### src/rtl/pl_adc_pkg.sv
// Shared types and defaults for the PL CMOS ADC burst sequencer.
// State encoding, default widths and the burst timeout margin.
package pl_adc_pkg;

  localparam int COUNT_W_DFLT    = 32;
  localparam int BURST_W_DFLT    = 16;
  localparam int GAP_W_DFLT      = 16;
  localparam int TMO_MARGIN_DFLT = 64;

  localparam logic [2:0] ST_IDLE  = 3'd0;
  localparam logic [2:0] ST_FLUSH = 3'd1;
  localparam logic [2:0] ST_RUN   = 3'd2;
  localparam logic [2:0] ST_CLEAN = 3'd3;
  localparam logic [2:0] ST_GAP   = 3'd4;

  typedef enum logic [2:0] {
    S_IDLE  = ST_IDLE,
    S_FLUSH = ST_FLUSH,
    S_RUN   = ST_RUN,
    S_CLEAN = ST_CLEAN,
    S_GAP   = ST_GAP
  } state_e;

endpackage

### src/rtl/pl_adc_burst_ctrl_if.sv
// Capture-block handshake: work/count/done-clean out, done flag in.
// master = sequencer side, slave = capture block side.
interface pl_adc_burst_ctrl_if #(
  parameter int COUNT_W = 32
);
  logic               ADC_Work;
  logic [COUNT_W-1:0] Count;
  logic               Done_Clean;
  logic               ADC_Done;

  modport master (
    output ADC_Work, Count, Done_Clean,
    input  ADC_Done
  );

  modport slave (
    input  ADC_Work, Count, Done_Clean,
    output ADC_Done
  );
endinterface

### src/rtl/pl_down_counter.sv
// Loadable down counter with zero flag; load wins over enable.
// Ports: clk_i, rst_ni (sync), load_i/val_i, en_i, zero_o.
module pl_down_counter #(
  parameter int W = 16
) (
  input  logic         clk_i,
  input  logic         rst_ni,
  input  logic         load_i,
  input  logic [W-1:0] val_i,
  input  logic         en_i,
  output logic         zero_o
);

  logic [W-1:0] cnt_q;
  logic [W-1:0] cnt_d;

  always_comb begin
    cnt_d = cnt_q;
    if (load_i)
      cnt_d = val_i;
    else if (en_i && cnt_q != '0)
      cnt_d = cnt_q - 1'b1;
  end

  always_ff @(posedge clk_i) begin
    if (!rst_ni) cnt_q <= '0;
    else         cnt_q <= cnt_d;
  end

  assign zero_o = (cnt_q == '0);

endmodule

### src/rtl/pl_adc_burst_ctrl.sv
// Burst sequencer for the PL CMOS ADC capture block.
// Ports: clk/rst, start/abort + config in, cap handshake, status out.
module pl_adc_burst_ctrl
  import pl_adc_pkg::*;
#(
  parameter int COUNT_W    = COUNT_W_DFLT,
  parameter int BURST_W    = BURST_W_DFLT,
  parameter int GAP_W      = GAP_W_DFLT,
  parameter int TMO_MARGIN = TMO_MARGIN_DFLT
) (
  input  logic               i_CMOS_Clk,
  input  logic               i_Rst_n,
  input  logic               i_Start,
  input  logic               i_Abort,
  input  logic [COUNT_W-1:0] i_Samples,
  input  logic [BURST_W-1:0] i_Bursts,
  input  logic [GAP_W-1:0]   i_Gap,
  pl_adc_burst_ctrl_if.master cap,
  output logic               o_Busy,
  output logic [BURST_W-1:0] o_Burst_Idx,
  output logic               o_Seq_Done,
  output logic               o_Cfg_Err,
  output logic               o_Timeout
);

  localparam int TW = COUNT_W + 1;

  state_e             state_q, state_d;
  logic [COUNT_W-1:0] count_q, count_d;
  logic [BURST_W-1:0] bursts_q, bursts_d;
  logic [GAP_W-1:0]   gap_q, gap_d;
  logic [BURST_W-1:0] idx_q, idx_d;
  logic               abort_q, abort_d;
  logic               work_q, work_d;
  logic               clean_q, clean_d;
  logic               busy_q, busy_d;
  logic               sdone_q, sdone_d;
  logic               cfg_q, cfg_d;
  logic               tmo_q, tmo_d;

  logic               tmo_load, tmo_en, tmo_zero;
  logic               gap_load, gap_en, gap_zero;
  logic [TW-1:0]      tmo_val;
  logic [GAP_W-1:0]   gap_val;
  logic               abort_hit;

  // Loaded with limit-1 so zero is seen on the limit-th RUN cycle.
  assign tmo_val   = {1'b0, count_q} + TW'(TMO_MARGIN - 1);
  assign gap_val   = gap_q - 1'b1;
  assign abort_hit = abort_q | i_Abort;

  pl_down_counter #(.W(TW)) u_tmo (
    .clk_i  (i_CMOS_Clk),
    .rst_ni (i_Rst_n),
    .load_i (tmo_load),
    .val_i  (tmo_val),
    .en_i   (tmo_en),
    .zero_o (tmo_zero)
  );

  pl_down_counter #(.W(GAP_W)) u_gap (
    .clk_i  (i_CMOS_Clk),
    .rst_ni (i_Rst_n),
    .load_i (gap_load),
    .val_i  (gap_val),
    .en_i   (gap_en),
    .zero_o (gap_zero)
  );

  always_comb begin
    state_d  = state_q;
    count_d  = count_q;
    bursts_d = bursts_q;
    gap_d    = gap_q;
    idx_d    = idx_q;
    tmo_d    = tmo_q;
    work_d   = 1'b0;
    clean_d  = 1'b0;
    sdone_d  = 1'b0;
    cfg_d    = 1'b0;
    tmo_load = 1'b0;
    tmo_en   = 1'b0;
    gap_load = 1'b0;
    gap_en   = 1'b0;
    unique case (state_q)
      S_IDLE: begin
        if (i_Start) begin
          if (i_Samples < COUNT_W'(2)) begin
            cfg_d = 1'b1;
          end else begin
            count_d  = i_Samples;
            bursts_d = i_Bursts;
            gap_d    = i_Gap;
            idx_d    = '0;
            tmo_d    = 1'b0;
            state_d  = S_FLUSH;
          end
        end
      end
      S_FLUSH: begin
        if (abort_hit) begin
          sdone_d = 1'b1;
          state_d = S_IDLE;
        end else if (cap.ADC_Done) begin
          clean_d = 1'b1;
        end else begin
          work_d   = 1'b1;
          tmo_load = 1'b1;
          state_d  = S_RUN;
        end
      end
      S_RUN: begin
        // A finished burst wins over a coincident timeout.
        if (cap.ADC_Done) begin
          clean_d = 1'b1;
          idx_d   = idx_q + 1'b1;
          state_d = S_CLEAN;
        end else if (tmo_zero) begin
          tmo_d   = 1'b1;
          state_d = S_CLEAN;
        end else begin
          work_d = 1'b1;
          tmo_en = 1'b1;
        end
      end
      S_CLEAN: begin
        if (cap.ADC_Done) begin
          clean_d = 1'b1;
        end else if (abort_hit || tmo_q) begin
          sdone_d = 1'b1;
          state_d = S_IDLE;
        end else if (bursts_q != '0 && idx_q == bursts_q) begin
          sdone_d = 1'b1;
          state_d = S_IDLE;
        end else if (gap_q == '0) begin
          work_d   = 1'b1;
          tmo_load = 1'b1;
          state_d  = S_RUN;
        end else begin
          gap_load = 1'b1;
          state_d  = S_GAP;
        end
      end
      S_GAP: begin
        if (abort_hit) begin
          sdone_d = 1'b1;
          state_d = S_IDLE;
        end else if (gap_zero) begin
          work_d   = 1'b1;
          tmo_load = 1'b1;
          state_d  = S_RUN;
        end else begin
          gap_en = 1'b1;
        end
      end
      default: state_d = S_IDLE;
    endcase
    abort_d = (state_d == S_IDLE) ? 1'b0 :
              (abort_q | (i_Abort && state_q != S_IDLE));
    busy_d  = (state_d != S_IDLE);
  end

  always_ff @(posedge i_CMOS_Clk) begin
    if (!i_Rst_n) begin
      state_q  <= S_IDLE;
      count_q  <= '0;
      bursts_q <= '0;
      gap_q    <= '0;
      idx_q    <= '0;
      abort_q  <= 1'b0;
      work_q   <= 1'b0;
      clean_q  <= 1'b0;
      busy_q   <= 1'b0;
      sdone_q  <= 1'b0;
      cfg_q    <= 1'b0;
      tmo_q    <= 1'b0;
    end else begin
      state_q  <= state_d;
      count_q  <= count_d;
      bursts_q <= bursts_d;
      gap_q    <= gap_d;
      idx_q    <= idx_d;
      abort_q  <= abort_d;
      work_q   <= work_d;
      clean_q  <= clean_d;
      busy_q   <= busy_d;
      sdone_q  <= sdone_d;
      cfg_q    <= cfg_d;
      tmo_q    <= tmo_d;
    end
  end

  assign cap.ADC_Work   = work_q;
  assign cap.Count      = count_q;
  assign cap.Done_Clean = clean_q;
  assign o_Busy         = busy_q;
  assign o_Burst_Idx    = idx_q;
  assign o_Seq_Done     = sdone_q;
  assign o_Cfg_Err      = cfg_q;
  assign o_Timeout      = tmo_q;

endmodule

### src/flat_wrapper.sv
// flat-port wrapper written by rule: the top's interface ports become plain ports
module pl_adc_burst_ctrl_flat import pl_adc_pkg::*;
#(
  parameter int COUNT_W    = COUNT_W_DFLT,
  parameter int BURST_W    = BURST_W_DFLT,
  parameter int GAP_W      = GAP_W_DFLT,
  parameter int TMO_MARGIN = TMO_MARGIN_DFLT
)
  (i_CMOS_Clk, i_Rst_n, i_Start, i_Abort, i_Samples, i_Bursts, i_Gap, o_Busy, o_Burst_Idx, o_Seq_Done, o_Cfg_Err, o_Timeout, cap_ADC_Work, cap_Count, cap_Done_Clean, cap_ADC_Done);
  pl_adc_burst_ctrl_if #(.COUNT_W(COUNT_W)) cap_i ();
  input  logic i_CMOS_Clk;
  input  logic i_Rst_n;
  input  logic i_Start;
  input  logic i_Abort;
  input  logic [COUNT_W-1:0] i_Samples;
  input  logic [BURST_W-1:0] i_Bursts;
  input  logic [GAP_W-1:0] i_Gap;
  output logic o_Busy;
  output logic [BURST_W-1:0] o_Burst_Idx;
  output logic o_Seq_Done;
  output logic o_Cfg_Err;
  output logic o_Timeout;
  output wire logic [$bits(cap_i.ADC_Work)-1:0] cap_ADC_Work;
  output wire logic [$bits(cap_i.Count)-1:0] cap_Count;
  output wire logic [$bits(cap_i.Done_Clean)-1:0] cap_Done_Clean;
  input wire logic [$bits(cap_i.ADC_Done)-1:0] cap_ADC_Done;
  assign cap_ADC_Work = cap_i.ADC_Work;
  assign cap_Count = cap_i.Count;
  assign cap_Done_Clean = cap_i.Done_Clean;
  assign cap_i.ADC_Done = cap_ADC_Done;
  pl_adc_burst_ctrl #(.COUNT_W(COUNT_W), .BURST_W(BURST_W), .GAP_W(GAP_W), .TMO_MARGIN(TMO_MARGIN)) u_core (.i_CMOS_Clk(i_CMOS_Clk), .i_Rst_n(i_Rst_n), .i_Start(i_Start), .i_Abort(i_Abort), .i_Samples(i_Samples), .i_Bursts(i_Bursts), .i_Gap(i_Gap), .cap(cap_i), .o_Busy(o_Busy), .o_Burst_Idx(o_Burst_Idx), .o_Seq_Done(o_Seq_Done), .o_Cfg_Err(o_Cfg_Err), .o_Timeout(o_Timeout));
endmodule
### config.mk
export PLATFORM = sky130hd
export DESIGN_NAME = pl_adc_burst_ctrl_flat
export DESIGN_NICKNAME = d
export VERILOG_FILES = /design/src/rtl/pl_adc_pkg.sv /design/src/rtl/pl_adc_burst_ctrl_if.sv /design/src/rtl/pl_down_counter.sv /design/src/rtl/pl_adc_burst_ctrl.sv /design/src/flat_wrapper.sv
export SDC_FILE = /design/constraint.sdc
export NUM_CORES = 1
export LEC_CHECK = 0
export BUFFER_PORTS_ARGS = -buffer_cell sky130_fd_sc_hd__buf_2
export CAP_MARGIN = 20
export CORE_MARGIN = 1.5
export CORE_UTILIZATION = 57
export CTS_CLUSTER_DIAMETER = 200
export DETAILED_ROUTE_END_ITERATION = 8
export MAX_ROUTING_LAYER = met4
export PLACE_DENSITY = 0.81
export REMOVE_ABC_BUFFERS = 1
export SLEW_MARGIN = 20
export SYNTH_ARGS = -nofsm -noshare
export SYNTH_HDL_FRONTEND = slang
export SYNTH_SLANG_ARGS = --single-unit
### constraint.sdc
create_clock -name i_CMOS_Clk -period 4.7 [get_ports i_CMOS_Clk]
set_input_delay 0.705 -clock i_CMOS_Clk [delete_from_list [all_inputs] [get_ports i_CMOS_Clk]]
set_output_delay 0.705 -clock i_CMOS_Clk [all_outputs]
set_load 0.1 [all_outputs]
==> impl_metrics.csv, run 1 <==
group,metric,value,unit
timing,worst_slew_pin_tran,908,ps
layout,fillers,1020,
grt,grt_pass1_wl,31.3,mm
floorplan,placeableCoreArea,12200,um2
clock_network,cts_post_setup_buffers_inserted,0,
setup_path,worst_path_max_delay_cell,"sky130_fd_sc_hd__or4_4",
timing,final.setup.tns,0,ps
clock_network,cts_tree,"done",
clock_network,post_cts_hold_buffer_count,0,
drt,route.antenna.remaining_nets,0,
power_and_ir_drop,ir_drop,0.000289,V
timing,post-route-period-util,88.9,%
logic_synthesis,async_reset_ff_share,0,%
setup_path,timing.critical_path.slowest_cell_delay,600,ps
status,run_status,"finished clean",
drt,initialDrtViolationCount,457,
layout,flow.area_growth_from_synthesis,18.4,%
setup_path,critPathRequiredTime,5020,ps
grt,grt_antenna_before_repair,0,
clock_network,cts.htree.levels,4,
setup_path,critPathTopFamily,"simple AND/OR/NAND/NOR gates",
layout,final_cell_mix,"173 x sky130_fd_sc_hd__nand2_1, 139 x sky130_fd_sc_hd__dfxtp_1, 122 x sky130_fd_sc_hd__buf_2",
setup_path,critical_path_buf_inv_count,1,
clock_network,worstSkewPairLatency,430,ps
grt,first_global_vias,6431,
clock_network,clk_root_buffer_cell,"sky130_fd_sc_hd__clkbuf_16",
logic_synthesis,synthDistinctLibCells,64,
logic_synthesis,synth_enable_flop_cells,0,
logic_synthesis,postSynth.topFlopCell,"sky130_fd_sc_hd__dfxtp_1",
floorplan,i_o_pin_count,123,
setup_path,critPathKind,"flip-flop to flip-flop",
floorplan,floorplan.initialDensity,59.3,%
grt,grt_overflow,0,
clock_network,cts_made_buffers,17,
drt,final_routed_drc_violation_total,0,
layout,drive_above_1_share,18.2,%
job,timing.max_cap.violations,0,
layout,combined_area_of_the_multi_input_logic_cells,4190,um2
floorplan,die_w,115,um
placement,buffer_ports.inserted,122,
clock_network,clock_path_buffers,2,
placement,dp.final_hpwl,12.9,mm
min_path,hold_class,"flip-flop to flip-flop",
grt,grt.total_usage,30.4,%
logic_synthesis,gate_count_after_technology_mapping,911,
power_and_ir_drop,power_density,394,nW/um2
layout,final_common_cell,"sky130_fd_sc_hd__nand2_1",
logic_synthesis,yosys_warns,0,
setup_path,cp_data_arrival_time,4500,ps
clock_network,worst_setup_hold_path_clk_slew,60,ps
layout,area.sequential,2780,um2
logic_synthesis,synth_seq_area_share,38.6,%
power_and_ir_drop,p_leak,3.68,nW
timing,grt_setup_unrepaired,"no",
timing,clock_skew,8.84,ps
drt,detail_route.vias_per_cell,5.85,
setup_path,crit_chain,"or4_4, or3b_4, o31ai_2, o21ba_4, nand2_1, a21boi_0, ha_1, inv_1, or3_1, nor3_1, mux2i_4, o31a_1, o311a_1",
timing,period_minus_slack,4180,ps
drt,drt_first_pass_iters,5,
timing,hold_violations,0,
drt,num_vias,6953,
logic_synthesis,synth.ff_latch_count,139,
timing,max-slew-margin-rel,38.9,%
timing,achievable-frequency,239,MHz
setup_path,worst-path-max-fanout,22,
clock_network,clock_sinks,139,
logic_synthesis,synthesis.area_per_instance,7.92,um2
floorplan,rows,40,
logic_synthesis,synth_area,7210,um2
floorplan,area_of_the_die,13300,um2
placement,place_congestion,0.930,
drt,wl_per_cell,16.0,um
timing,timing_max_transition_violations_final,0,
clock_network,post_cts.resized_instances,0,
timing,final.hold.worst_slack,478,ps
setup_path,worst_setup_path_end_kind,"flip-flop",
setup_path,critPathLaunchType,"flip-flop",
grt,grt_max_degree,69,
drt,finalWirelength,19.0,mm
layout,layout.nets,1081,
timing,setup-violations-final,0,
floorplan,die-height,115,um
-- power breakdown --
| part | internal (W) | total, W | switching [W] |
|---|---|---|---|
| registers | 0.00123 | 0.00131 | 0.0000720 |
| clock network | 0.000962 | 0.00148 | 0.000513 |
| logic | 0.000175 | 0.000584 | 0.000409 |
| total | 0.00237 | 0.00337 | 0.000994 |
-- worst register-to-register path: stages, from the launching register on --
cell and delay [ps]:
sky130_fd_sc_hd__dfxtp_1 360, sky130_fd_sc_hd__or4_4 600, sky130_fd_sc_hd__or3b_4 430, sky130_fd_sc_hd__o31ai_2 230, sky130_fd_sc_hd__o21ba_4 280, sky130_fd_sc_hd__nand2_1 110
sky130_fd_sc_hd__a21boi_0 190, sky130_fd_sc_hd__ha_1 230, sky130_fd_sc_hd__inv_1 90, sky130_fd_sc_hd__or3_1 440, sky130_fd_sc_hd__nor3_1 420, sky130_fd_sc_hd__mux2i_4 150
sky130_fd_sc_hd__o31a_1 260, sky130_fd_sc_hd__o311a_1 270
-- final cells by class --
type | count | area share (%)
Antenna cell | 1 | 0.0293
Clock buffer | 19 | 5.30
Clock inverter | 12 | 2.29
Inverter | 12 | 0.542
Multi-Input combinational cell | 708 | 49.0
Sequential cell | 139 | 32.6
Tap cell | 168 | 2.46
Timing Repair Buffer | 129 | 7.77
-- flip-flops by register name, indices dropped and copies added (netlist names) --
| register | count |
|---|---|
| u_core.o_Seq_Done | 1 |
| u_core.o_Timeout | 1 |
| u_core.u_gap.cnt_q | 16 |
| u_core.cap.ADC_Work | 1 |
| u_core.cap.Done_Clean | 1 |
| u_core.state_q | 3 |
| u_core.o_Burst_Idx | 16 |
| u_core.cap.Count | 32 |
| u_core.o_Busy | 1 |
| u_core.u_tmo.cnt_q | 33 |
| u_core.gap_q | 16 |
| u_core.abort_q | 1 |
| u_core.bursts_q | 16 |
| u_core.o_Cfg_Err | 1 |
-- layer usage --
metal  vias up  GRT usage [%]  wire (um)
met5         -              -          0
met4         0           10.2        361
met3        37           6.28       1100
met2       222           49.0       9150
met1      3268           38.2       8420
li1       3426              -          -
-- worst paths after layout --
kind / from / end / slack (ps) / cells past startpoint
max: u_core.gap_q[7]$_SDFFE_PN0P_ / u_core.u_gap.cnt_q[12]$_SDFFE_PN0P_ / 520 / 13
min: u_core.u_tmo.cnt_q[15]$_SDFFE_PN0P_ / u_core.u_tmo.cnt_q[15]$_SDFFE_PN0P_ / 480 / 2
max reg2reg: u_core.gap_q[7]$_SDFFE_PN0P_ / u_core.u_gap.cnt_q[12]$_SDFFE_PN0P_ / 520 / 13
min reg2reg: u_core.u_tmo.cnt_q[15]$_SDFFE_PN0P_ / u_core.u_tmo.cnt_q[15]$_SDFFE_PN0P_ / 480 / 2
-- stage by stage --
step	total power (W)	cells	util [%]	instance area, um2	setup WS, ps
3_3_place_gp	0.00189	1156	64.9	7890	684
5_1_grt	0.00348	1187	70.2	8540	282
6_report	0.00337	1188	70.2	8540	519
4_1_cts	0.00338	1187	70.2	8540	562
3_5_place_dp	0.00190	1156	64.9	7890	601
2_1_floorplan	0.00175	859	-	7010	518
-- synthesized netlist by cell type (all sizes together), types with 5 or more instances --
| library cell | n | area (um2) |
|---|---|---|
| nand2 | 173 | 649 |
| dfxtp | 139 | 2780 |
| a21oi | 88 | 440 |
| nor2 | 67 | 251 |
| xor2 | 56 | 490 |
| nor4 | 42 | 278 |
| clkbuf | 40 | 150 |
| xnor2 | 38 | 333 |
| nor3 | 33 | 180 |
| nand3 | 23 | 115 |
| o21ai | 22 | 110 |
| a211oi | 19 | 148 |
| nand4 | 16 | 100 |
| buf | 12 | 55.1 |
| inv | 12 | 45.0 |
| and3 | 11 | 68.8 |
| a31oi | 10 | 62.6 |
| or3 | 10 | 67.6 |
| and4 | 9 | 78.8 |
| o211a | 9 | 90.1 |
| or4 | 9 | 75.1 |
| o211ai | 7 | 52.6 |
| or2 | 7 | 43.8 |
| nand2b | 6 | 37.5 |
| ha | 5 | 62.6 |
| nor3b | 5 | 37.5 |
-- logic make-up (layout without fill, tap and decap cells) --
family | Yosys count | count (layout) | share of synthesized area [%]
xor+xnor | 94 | 94 | 11.4
mux | 3 | 3 | 0.590
fa+ha+maj | 5 | 5 | 0.867
compound gates | 185 | 185 | 16.5
buf+inv | 64 | 172 | 3.47
flops | 139 | 139 | 38.6
simple gates | 421 | 421 | 28.6
other cells | 0 | 1 | 0
Power figures use the tool's default switching activity.
==> run 2, diff against run 1 <==
Settings changed: CORE_UTILIZATION 57 to 45, PLACE_DENSITY 0.81 to 0.66.
==> run 2 against run 1 <==
Effect of this change:
- clock power hardly changed
- power grew 0.45%
- sequential power hardly changed
- clock skew fell by 1.4 ps
- sequential share of layout area down 0.30 points
- die area grew 26%
- critical path type unchanged
- critical endpoint unchanged
- largest cell class unchanged
==> impl_metrics.csv, run 2 (same netlist as run 1, synthesis figures left out) <==
group,metric,value,unit
status,run_status,"finished clean",
layout,finalCoreUtilization,54.7,%
grt,grt_max_degree,69,
grt,first_global_vias,6504,
drt,num_vias,6913,
power_and_ir_drop,p_leak,3.69,nW
clock_network,clock_path_buffers,2,
placement,dp_worst_setup_slack,561,ps
power_and_ir_drop,p_seq_share,38.6,%
job,timing.max_cap.violations,0,
power_and_ir_drop,ir_drop,0.000264,V
placement,buffer_ports.inserted,122,
grt,grt_antenna_before_repair,1,
timing,fin_ws,491,ps
layout,registers.top_by_ff_count,"u_core.u_tmo.cnt_q",
timing,grt_setup_unrepaired,"no",
power_and_ir_drop,pwr-share-comb,17.2,%
clock_network,cts_made_buffers,17,
timing,max-slew-margin-rel,33.6,%
layout,final_common_cell,"sky130_fd_sc_hd__nand2_1",
setup_path,cp_data_arrival_time,4520,ps
clock_network,post_cts.resized_instances,0,
power_and_ir_drop,power.switching_fraction,30.0,%
min_path,hold_class,"flip-flop to flip-flop",
timing,setup-violations-final,0,
layout,drive_above_1_share,18.3,%
timing,hold_violations,0,
power_and_ir_drop,power_density,392,nW/um2
clock_network,clock_sinks,139,
setup_path,worst-path-max-fanout,22,
layout,final_cell_mix,"173 x sky130_fd_sc_hd__nand2_1, 139 x sky130_fd_sc_hd__dfxtp_1, 122 x sky130_fd_sc_hd__buf_2",
drt,wl_per_cell,16.0,um
drt,final_routed_drc_violation_total,0,
layout,flow.area_growth_from_synthesis,19.5,%
drt,finalWirelength,19.8,mm
layout,final_area,8620,um2
power_and_ir_drop,cellInternalPower,0.00237,W
layout,layout.nets,1082,
clock_network,clk_root_buffer_cell,"sky130_fd_sc_hd__clkbuf_16",
power_and_ir_drop,switching_power,0.00101,W
placement,place_congestion,0.856,
floorplan,die-height,130,um
clock_network,cts_post_setup_buffers_inserted,0,
timing,clock_skew,7.42,ps
drt,initialDrtViolationCount,531,
clock_network,cts_tree,"done",
placement,dp.final_hpwl,13.7,mm
drt,detail_route.vias_per_cell,5.58,
layout,largest_reg_flops,33,
clock_network,worst_setup_hold_path_clk_slew,60,ps
placement,placed_standard_cell_area,7960,um2
timing,period_minus_slack,4210,ps
clock_network,post_cts_hold_buffer_count,0,
timing,post-route-period-util,89.6,%
timing,worst_slew_pin_tran,987,ps
floorplan,area_of_the_die,16800,um2
setup_path,worst_setup_path_end_kind,"flip-flop",
grt,grt_overflow,0,
timing,timing_max_transition_violations_final,0,
floorplan,rows,46,
clock_network,worstSkewPairLatency,430,ps
drt,drt_first_pass_iters,6,
clock_network,cts.htree.levels,4,
grt,grt.total_usage,25.2,%
setup_path,critPathLaunchType,"flip-flop",
floorplan,placeableCoreArea,15800,um2
timing,achievable-frequency,238,MHz
timing,final.setup.tns,0,ps
setup_path,critPathKind,"flip-flop to flip-flop",
grt,grt_pass1_wl,32.2,mm
timing,final.hold.worst_slack,484,ps
power_and_ir_drop,clockPowerShare,44.2,%
floorplan,die_w,130,um
setup_path,critPathRequiredTime,5020,ps
drt,route.antenna.remaining_nets,0,
floorplan,i_o_pin_count,123,
floorplan,floorplan.initialDensity,45.7,%
==> run 2: changes by cell type in the layout (fill, tap and decap cells not counted) <==
cell / change
sky130_fd_sc_hd__clkinv_4: +4
sky130_fd_sc_hd__clkinv_2: -2
sky130_fd_sc_hd__clkinvlp_4: -2
sky130_fd_sc_hd__a2111oi_0: -1
sky130_fd_sc_hd__a2111oi_1: +1
sky130_fd_sc_hd__buf_4: +1
sky130_fd_sc_hd__clkbuf_8: -1
sky130_fd_sc_hd__diode_2: +1
sky130_fd_sc_hd__inv_2: +1
sky130_fd_sc_hd__inv_6: +1
==> run 2: worst max-delay path, stage by stage (launching register included) <==
cell                       delay [ps]
sky130_fd_sc_hd__dfxtp_1          360
sky130_fd_sc_hd__or4_4            600
sky130_fd_sc_hd__or3b_4           430
sky130_fd_sc_hd__o31ai_2          220
sky130_fd_sc_hd__o21ba_4          280
sky130_fd_sc_hd__nand2_1          120
sky130_fd_sc_hd__a21boi_0         190
sky130_fd_sc_hd__ha_1             230
sky130_fd_sc_hd__inv_1             90
sky130_fd_sc_hd__or3_1            440
sky130_fd_sc_hd__nor3_1           420
sky130_fd_sc_hd__mux2i_4          150
sky130_fd_sc_hd__o31a_1           260
sky130_fd_sc_hd__o311a_1          290
==> run 2: power groups by stage <==
stage | Combinational (W) | Clock (W) | Sequential, W
floorplan | 0.000294 | 0 | 0.00146
global placement | 0.000576 | 0 | 0.00133
detailed placement | 0.000579 | 0 | 0.00133
CTS | 0.000584 | 0.00151 | 0.00131
global route | 0.000637 | 0.00156 | 0.00132
finish | 0.000582 | 0.00149 | 0.00131
==> run 2: final timing paths <==
kind                                                    from                             endpoint  slack (ps)  cells after the start
worst min-delay path            u_core.gap_q[6]$_SDFFE_PN0P_         u_core.gap_q[6]$_SDFFE_PN0P_         480                      2
worst max-delay path            u_core.gap_q[7]$_SDFFE_PN0P_  u_core.u_gap.cnt_q[12]$_SDFFE_PN0P_         490                     13
worst min register to register  u_core.gap_q[6]$_SDFFE_PN0P_         u_core.gap_q[6]$_SDFFE_PN0P_         480                      2
worst max register to register  u_core.gap_q[7]$_SDFFE_PN0P_  u_core.u_gap.cnt_q[12]$_SDFFE_PN0P_         490                     13
==> run 2: stage by stage <==
step	instances	power (W)
final	1239	0.00338
after global placement	1205	0.00190
after CTS	1237	0.00340
after detailed placement	1205	0.00191
after global routing	1238	0.00352
after floorplan	859	0.00175
==> run 2: layout make-up <==
cell class / instances / area (um2)
Clock inverter: 14 / 219
Antenna cell: 2 / 5.00
Sequential cell: 139 / 2780
Fill cell: 1571 / 7150
Timing Repair Buffer: 130 / 671
Clock buffer: 18 / 439
Inverter: 12 / 45.0
Tap cell: 216 / 270
Multi-Input combinational cell: 708 / 4190
==> run 2: metal layers <==
layer  wire (um)  vias to the layer above  global-route usage (%)
met1        8930                     3256                    31.5
met3        1060                       32                    6.15
met4         456                        0                    9.08
met2        9330                      189                    39.4
met5           0                        -                       -
li1            -                     3436                       -
